===== config.mk =====
export PLATFORM = sky130hd
export DESIGN_NAME = ff_pipe
export DESIGN_NICKNAME = d
export VERILOG_FILES = /design/src/rtl/ff_pipe.sv
export SDC_FILE = /design/constraint.sdc
export NUM_CORES = 1
export LEC_CHECK = 0
export BUFFER_PORTS_ARGS = -buffer_cell sky130_fd_sc_hd__clkbuf_2
export CAP_MARGIN = 10
export CORE_ASPECT_RATIO = 2
export CORE_MARGIN = 3
export CORE_UTILIZATION = 50
export CTS_BUF_LIST = sky130_fd_sc_hd__clkbuf_4 sky130_fd_sc_hd__clkbuf_8
export DETAILED_ROUTE_END_ITERATION = 10
export PLACE_DENSITY = 0.82
export SLEW_MARGIN = 5
export SYNTH_ARGS = -nofsm -noshare
export SYNTH_HDL_FRONTEND = slang
export SYNTH_SLANG_ARGS = --single-unit

===== constraint.sdc =====
create_clock -name CLK -period 3 [get_ports CLK]
set_input_delay 0.15 -clock CLK [delete_from_list [all_inputs] [get_ports CLK]]
set_output_delay 0.15 -clock CLK [all_outputs]
set_load 0.01 [all_outputs]

===== src/rtl/ff_pipe.sv =====
// Elastic register pipeline: DEPTH stages of N bits with valid/ready on both ends and bubble collapsing.
// Optional occupancy counter on the count port when FF_PIPE_COUNT_EN is defined; otherwise count is 0.
module ff_pipe #(
    parameter int N     = 32,
    parameter int DEPTH = 2,
    localparam int CW   = $clog2(DEPTH + 1)
) (
    input  logic          CLK,
    input  logic          rst,
    input  logic          en,
    input  logic          flush,
    input  logic [N-1:0]  i,
    input  logic          in_valid,
    output logic          in_ready,
    output logic [N-1:0]  o,
    output logic          out_valid,
    input  logic          out_ready,
    output logic [CW-1:0] count
);

    generate
        if (DEPTH < 1) begin : g_badDepth
            $error("ff_pipe: DEPTH must be at least 1");
        end
    endgenerate

    logic [N-1:0]     r_data [DEPTH];
    logic [DEPTH-1:0] r_valid;
    logic [DEPTH-1:0] w_ready;

    // A stage can advance unless it and every stage after it are full and the consumer is stalled.
    always_comb begin : ready_chain
        logic w_fullTail;
        w_fullTail = 1'b1;
        w_ready    = '0;
        for (int k = DEPTH - 1; k >= 0; k--) begin
            w_fullTail = w_fullTail & r_valid[k];
            w_ready[k] = !w_fullTail || out_ready;
        end
    end

    always_ff @(posedge CLK) begin
        if (rst) begin
            r_valid <= '0;
            for (int k = 0; k < DEPTH; k++) begin
                r_data[k] <= '0;
            end
        end else if (flush) begin
            r_valid <= '0;
        end else if (en) begin
            if (w_ready[0]) begin
                r_data[0]  <= i;
                r_valid[0] <= in_valid;
            end
            for (int k = 1; k < DEPTH; k++) begin
                if (w_ready[k]) begin
                    r_data[k]  <= r_data[k-1];
                    r_valid[k] <= r_valid[k-1];
                end
            end
        end
    end

    assign in_ready  = en && !flush && !rst && w_ready[0];
    assign out_valid = en && !flush && r_valid[DEPTH-1];
    assign o         = r_data[DEPTH-1];

`ifdef FF_PIPE_COUNT_EN
    logic          w_inXfer;
    logic          w_outXfer;
    logic [CW-1:0] r_count;

    assign w_inXfer  = in_valid && in_ready;
    assign w_outXfer = out_valid && out_ready;

    // Tracks the number of set valid bits; flush empties the pipe so it clears too.
    always_ff @(posedge CLK) begin
        if (rst || flush) begin
            r_count <= '0;
        end else if (en) begin
            case ({w_inXfer, w_outXfer})
                2'b10:   r_count <= r_count + CW'(1);
                2'b01:   r_count <= r_count - CW'(1);
                default: r_count <= r_count;
            endcase
        end
    end

    assign count = r_count;
`else
    assign count = '0;
`endif

endmodule


# Word level (Yosys, flattened, before mapping)
# Memory sizes are Yosys's and may differ from the RTL's.
# Index checks and enable logic that the tools add are counted.
# classes
n_bitwise,3
mux,14
reduce_logical,13
# ops
operator,count
32-bit 2-to-1 mux,2
1-bit 2-to-1 mux,12
1-bit logical AND,4
1-bit zero test,4
2-bit AND reduction,2
1-bit logical OR,2
1-bit bitwise OR,2
2-bit OR reduction,1
1-bit AND,1
# totals
out_inout_bits,36
n_memories,1
mem_bits_rw,64
ff_bits,2
# mem_list
memory,depth,word_bits,rd,rd_ports_with_merged_regs,wr,line,rtl
r_data,2,32,2,0,2,27,logic [N-1:0] r_data [DEPTH];

# Logic depth before layout (Yosys ltp)
# Gate-level depths: netlist (run 1).
# depth
ltp_word,9
mapped_depth,5
ltp_nobuf,2

# Worst setup path before layout (run 1)
# Ideal clock, no wire load.
# synth_timing
path_type,reg2reg
start,reg r_valid[0]
end,mem r_data[0][0] (enable)
t_required_ns,2.572
arrival_ns,2.454
slack_ns,0.118
setup_time_ns,0.428
stages_incl_launch_ff,6
n_path_buf,3
cell_sequence,dfxtp_1 and3b_1 clkbuf_1 buf_2 buf_4 o21bai_1
# synth_lines
item,line,rtl
"start, declared",28,logic [DEPTH-1:0] r_valid;
"start signal, assigned",53,r_valid[0] <= in_valid;
"start signal, assigned by index",58,r_valid[k] <= r_valid[k-1];
"end, declared",27,

==> metrics.csv, run 1 <==
stage,metric,value,unit
run_status,outcome,completed,
yosys,synth-seq-area-share,62.10,%
yosys,synth-simple-area-share,24.40,%
route,vias,1535,
finish,syn_to_final_growth,12.00,%
route,postRouteAntennaNets,0,
placement,gp_congestion,0.7194,
yosys,synth_top_family_by_area,simple AND/OR/NAND/NOR gates,
clock_network,clock-root-buffer,clkbuf_8,
timing,layout_worst_path_cycle_share,61.48,%
global_route,grt_pass1_vias,1532,
global_route,overflow,0,
clock_network,cts_buffer_depth,2,
timing,tightest_slew,0.9191,ns
yosys,yosysTopAreaCell,edfxtp_1,
global_route,antenna_found_initial,0,
clock_network,post_cts.repair.setup_buffers,0,
pwr,net-switching-power,0.4160,mW
clock_network,htreeDepth,3,
clock_network,cts_num_sinks,66,
floorplanning,io_pins,74,
clock_network,clk_pin_slew,0.07,ns
timing,slew-limit-headroom,38.56,%
setup_path,slowest_stage,buf_4,
finish,ff_latch_area,1962,sq um
yosys,synth_xor_area_share,0,%
clock_network,cts_repair_resize_count,0,
route,viasPerCell,4.782,
placement,port_buffers,71,
pwr,swShare,19.76,%
route,wl,4.630,mm
worst_hold_path,hold_depth,3,
finish,final_common_cell,clkbuf_2,
floorplanning,fp.dieH,118.4,microns
setup_path,crit_type,reg -> reg,
timing,rsz0062_at_grt,false,
route,drc,0,
floorplanning,die-area,7366,sq um
yosys,yosysWarningCount,0,
route,drtIter0Drc,66,
global_route,grt_max_degree,45,
timing,fin_crit,1.844,ns
finish,drive_gt1_share,60.34,%
finish,finalNetCount,270,
finish,multiInputGateArea,858.3,sq um
timing,fin_skew,0.007793,ns
route,drt_pass1_iterations,4,
timing,fin_setup_tns,0,ns
yosys,muxShareOfSynthArea,0.3564,%
floorplanning,core,6056,sq um
pwr,power_frac_clock,41.5,%
finish,utilization,58.43,%
setup_path,rr_worst_depth,3,
worst_hold_path,worstHoldEndpoint,r_valid[0],
finish,layout_common_cells,"clkbuf_2, edfxtp_1, nor3b_2",
setup_path,max_stage_delay,0.59,ns
yosys,synth_cells,195,
yosys,synth_compound_area_share,1.267,%
setup_path,critPathCaptureType,register,
clock_network,cts_hold_buf,0,
setup_path,path_max_fanout,44,
route,wl_per_cell,14.42,microns
finish,fillCellCount,493,
floorplanning,num_rows,40,
setup_path,cp-start-kind,register,
yosys,synth_fa_ha_area_share,0,%
timing,maxSlewViolCount,0,
pwr,leakage,1.328,nW
pwr,p_per_area,594.9,nW/um^2
worst_hold_path,hp-start,flush,
yosys,ys_seq_elements,66,
pwr,seqPwrFrac,51.8,%
floorplanning,start_util,52.17,%
setup_path,r2r_setup_slack,1.16,ns
setup_path,cp_data_required_time,3.08,ns
clock_network,clk-insertion-delay-late,0.35,ns
setup_path,cp.arrival,1.92,ns
placement,place.detailed.hpwl,3.022,mm
yosys,synth.area.top_cells,"edfxtp_1, nor3b_2, buf_4, nor3b_1, buf_6",
setup_path,timing.rr.start,r_valid[1],
global_route,grt_pass1_wl,7.507,mm
yosys,synthDistinctLibCells,21,
timing,setup_violations,0,
clock_network,numCtsBuffers,9,
job,max_cap_viol_count,0,
pwr,combinationalPowerShare,6.7,%
worst_hold_path,hold_class,in -> reg,
pwr,peakVddDrop,439.7,uV
setup_path,worstPathCellList,and3b_4 > buf_4 > nor3b_1,
global_route,grtUsageTotal,13.71,%
timing,fmaxAchievable,0.5422,GHz
timing,final_hold_viol_count,0,
floorplanning,die_w,62.21,microns
setup_path,reg2reg_to,r_data[0][50],
yosys,synth_area,3159,sq um
pwr,internal_power,1.689,mW
finish,diodes,0,
yosys,syn_area_per_cell,16.20,sq um
pwr,finalPower,2.105,mW
yosys,yosys.area.top_type_share,60.83,%
timing,fin_hold_ws,0.08898,ns
clock_network,cts_tree,yes,
power groups by stage:
stage               clock network, mW  logic, mW  registers [mW]
floorplan                           0      0.121            1.11
global placement                    0      0.143            1.11
detailed placement                  0      0.146            1.11
CTS                             0.888      0.146            1.09
global route                    0.928      0.156            1.10
finish                          0.873      0.142            1.09
worst max-delay path, delay by kind of cell (launching register included):
| kind | cells | cell delay, ns |
|---|---|---|
| buf+inv | 1 | 0.59 |
| flops | 1 | 0.36 |
| simple gates | 2 | 0.61 |
metal layers:
| layer | track usage (%) | up-vias | wire length (microns) |
|---|---|---|---|
| met4 | 9.972 | 0 | 127 |
| met2 | 23.18 | 51 | 2490 |
| met5 | 0 | - | 0 |
| met3 | 4.183 | 10 | 249 |
| met1 | 14.09 | 724 | 1762 |
| li1 | - | 750 | - |
flip-flops by register name, indices dropped and copies added (netlist names):
| name | count |
|---|---|
| r_valid | 2 |
| r_data | 64 |
Yosys cell counts:
cell type	n
edfxtp_1	64
nand2b_1	1
buf_6	6
conb_1	1
dfxtp_1	2
or3b_1	1
o21a_1	1
nand2_1	1
buf_4	35
a21boi_0	1
inv_1	1
nor2_1	3
o21bai_1	2
a21bo_2	1
nor3b_1	15
buf_2	6
clkbuf_1	2
and3b_1	1
mux2_2	1
nor2b_1	1
nor3b_2	49
area by class of cell:
class,count,share of cell area (%)
well taps,84,2.970
clock buffers,9,3.501
clock inverters,7,3.041
repair buffers,74,10.68
multi-input cells,80,24.26
flip-flops and latches,66,55.45
inverters,1,0.1061
cells by family after synthesis:
kind of cell,after synthesis
compound gates,5
buf+inv,50
flops,66
mux,1
other cells,1
simple gates,72
through the flow:
| stage | setup WS [ns] | area [sq um] | cells |
|---|---|---|---|
| global route | 1.029 | 3538 | 321 |
| CTS | 1.132 | 3538 | 321 |
| detailed placement | 1.140 | 3307 | 305 |
| floorplan | 0.1184 | 3163 | 196 |
| global placement | 1.203 | 3307 | 305 |
| finish | 1.156 | 3538 | 321 |
how the worst max path moves through the flow:
stage / endpoint / from / slack (ns)
final: r_data[0][50] / r_valid[1] / 1.16
after global routing: r_data[0][48] / r_valid[1] / 1.03
after global placement: r_data[0][45] / out_ready / 1.20
after floorplan: r_data[0][0] / r_valid[0] / 0.12
after CTS: r_data[0][50] / r_valid[1] / 1.13
after detailed placement: r_data[0][50] / out_ready / 1.14
No activity file was read; power rests on OpenSTA's default activity.
==> inputs of run 2 (changes only) <==
Clock period 3 ns to 1.68 ns, I/O delays scaled along.
==> run 2 against run 1 <==
  * Register-to-register slack lost 0.78 ns
  * Global-route usage grew 0.64 points
  * Final cell count grew 0.62%
  * Sequential power grew 79%
  * First-iteration DRC count shrank 14%
  * Critical path depth grew 1
  * Die area is the same
  * Setup slack lost 1.1 ns
  * Worst hold slack lost 0.047 ns
  * Routed wire length grew 5.8%
==> metrics.csv, run 2 (same netlist as run 1, synthesis figures left out) <==
stage,metric,value,unit
clock_network,clock-root-buffer,clkbuf_8,
placement,placed_area,3372,sq um
finish,largest_reg_flops,64,
timing,fin_skew,0.005239,ns
worst_hold_path,hp-start,flush,
route,postRouteAntennaNets,0,
clock_network,post_cts.repair.setup_buffers,0,
finish,diodes,0,
clock_network,clk-insertion-delay-late,0.34,ns
global_route,grtUsageTotal,14.35,%
clock_network,cts_hold_buf,0,
timing,layout_worst_path_cycle_share,94.33,%
global_route,antenna_found_initial,0,
setup_path,rr_worst_depth,3,
setup_path,cp.arrival,1.50,ns
finish,top_regs,"r_data x64, r_valid x2",
pwr,swShare,20.09,%
timing,fin_hold_ws,0.04187,ns
worst_hold_path,hold_depth,3,
route,drtIter0Drc,57,
route,wl_per_cell,15.16,microns
setup_path,crit_type,reg -> out,
placement,gp_congestion,0.7194,
timing,setup_violations,0,
global_route,grt_pass1_vias,1579,
pwr,combinationalPowerShare,7.5,%
setup_path,cp_data_required_time,1.60,ns
floorplanning,core,6056,sq um
setup_path,path_max_fanout,21,
pwr,p_per_area,1012,nW/um^2
setup_path,cp-start-kind,register,
floorplanning,die_w,62.21,microns
setup_path,path_buf_inv,2,
clock_network,cts_repair_resize_count,0,
setup_path,slowest_stage,dfxtp_1,
floorplanning,die-area,7366,sq um
route,vias,1581,
setup_path,worstPathCellList,and3b_4 > buf_4 > nor2_1 > clkbuf_2,
clock_network,cts_tree,yes,
timing,fmaxAchievable,0.6310,GHz
pwr,seqPwrFrac,53.7,%
pwr,leakage,1.345,nW
route,viasPerCell,4.895,
placement,port_buffers,71,
timing,rsz0062_at_grt,false,
setup_path,r2r_setup_slack,0.38,ns
run_status,outcome,completed,
timing,fin_crit,1.585,ns
setup_path,critPathCaptureType,output pin,
global_route,overflow,0,
finish,drive_gt1_share,61.09,%
setup_path,critical_path.top_delay_family,buffers and inverters,
clock_network,clk_pin_slew,0.06,ns
pwr,peakVddDrop,560.0,uV
placement,place.detailed.hpwl,3.084,mm
finish,final_area,3585,sq um
placement,pre_cts_ws,0.3634,ns
pwr,finalPower,3.629,mW
floorplanning,num_rows,40,
clock_network,numCtsBuffers,9,
worst_hold_path,worstHoldEndpoint,r_valid[0],
setup_path,max_stage_delay,0.37,ns
job,max_cap_viol_count,0,
clock_network,htreeDepth,3,
setup_path,reg2reg_to,r_data[0][42],
floorplanning,start_util,52.17,%
route,wl,4.898,mm
pwr,power_frac_clock,38.8,%
timing,setup_ws,0.09523,ns
pwr,internal_power,2.899,mW
timing,maxSlewViolCount,0,
global_route,grt_max_degree,66,
global_route,grt_pass1_wl,7.790,mm
finish,largest_register,r_data,
finish,syn_to_final_growth,13.47,%
finish,layout_common_cells,"clkbuf_2, edfxtp_1, nor3b_2",
finish,final_common_cell,clkbuf_2,
floorplanning,fp.dieH,118.4,microns
worst_hold_path,hold_class,in -> reg,
floorplanning,io_pins,74,
timing,final_hold_viol_count,0,
route,drc,0,
pwr,net-switching-power,0.7291,mW
clock_network,cts_buffer_depth,2,
setup_path,timing.rr.start,r_valid[0],
finish,fillCellCount,490,
route,drt_pass1_iterations,2,
finish,finalNetCount,272,
clock_network,cts_num_sinks,66,
==> run 2: cell count changes in the layout (fill, tap and decap cells not counted) <==
| cell | before | now |
|---|---|---|
| bufinv_16 | 3 | 2 |
| buf_12 | 0 | 4 |
| clkinv_1 | 2 | 1 |
| clkbuf_4 | 0 | 1 |
| clkinvlp_4 | 0 | 1 |
| buf_4 | 3 | 1 |
==> run 2: final cells by class <==
type / instances / area, sq um / area share, %
Inverter: 1 / 3.754 / 0.1047
Tap cell: 84 / 105.1 / 2.932
Timing Repair Buffer: 76 / 442.9 / 12.36
Clock buffer: 10 / 131.4 / 3.665
Clock inverter: 6 / 81.33 / 2.269
Multi-Input combinational cell: 80 / 858.3 / 23.94
Sequential cell: 66 / 1962 / 54.73
==> run 2: worst min-delay path, delay by kind of cell <==
family,cells,cell delay [ns]
buffers and inverters,1,0.10
AO/OA/AOI/OAI,1,0.10
AND/OR/NAND/NOR,1,0.05
==> run 2: worst max path at each step <==
stage,start,endpoint,slack [ns],cells past startpoint
6_report,r_valid[0],in_ready,0.1,4
3_5_place_dp,en,r_data[0][44],0.36,4
5_1_grt,r_valid[0],in_ready,0.02,4
4_1_cts,r_valid[0],in_ready,0.07,4
2_1_floorplan,r_valid[0],r_data[0][0],-0.08,5
3_3_place_gp,r_valid[1],r_data[0][41],0.43,3
==> run 2: routing by layer <==
layer | vias up | share of wire [%] | routed length (microns) | track usage (%)
met4 | 0 | 4.0 | 198 | 11.08
met5 | - | 0 | 0 | 0
li1 | 753 | - | - | -
met3 | 13 | 4.4 | 217 | 3.897
met1 | 766 | 39 | 1900 | 15.09
met2 | 49 | 53 | 2581 | 23.92
==> run 2: stage by stage <==
| stage | cells | util (%) | setup TNS [ns] |
|---|---|---|---|
| global placement | 307 | 55.68 | 0 |
| detailed placement | 307 | 55.68 | 0 |
| CTS | 323 | 59.19 | 0 |
| global route | 323 | 59.19 | 0 |
| floorplan | 196 | - | -2.688 |
| finish | 323 | 59.19 | 0 |
==> run 2: power by group through the flow <==
stage,registers (mW),clock network [mW],logic (mW)
floorplan,1.97,0,0.221
detailed placement,1.98,0,0.277
global placement,1.98,0,0.271
global route,1.96,1.51,0.294
CTS,1.95,1.44,0.278
finish,1.95,1.41,0.271
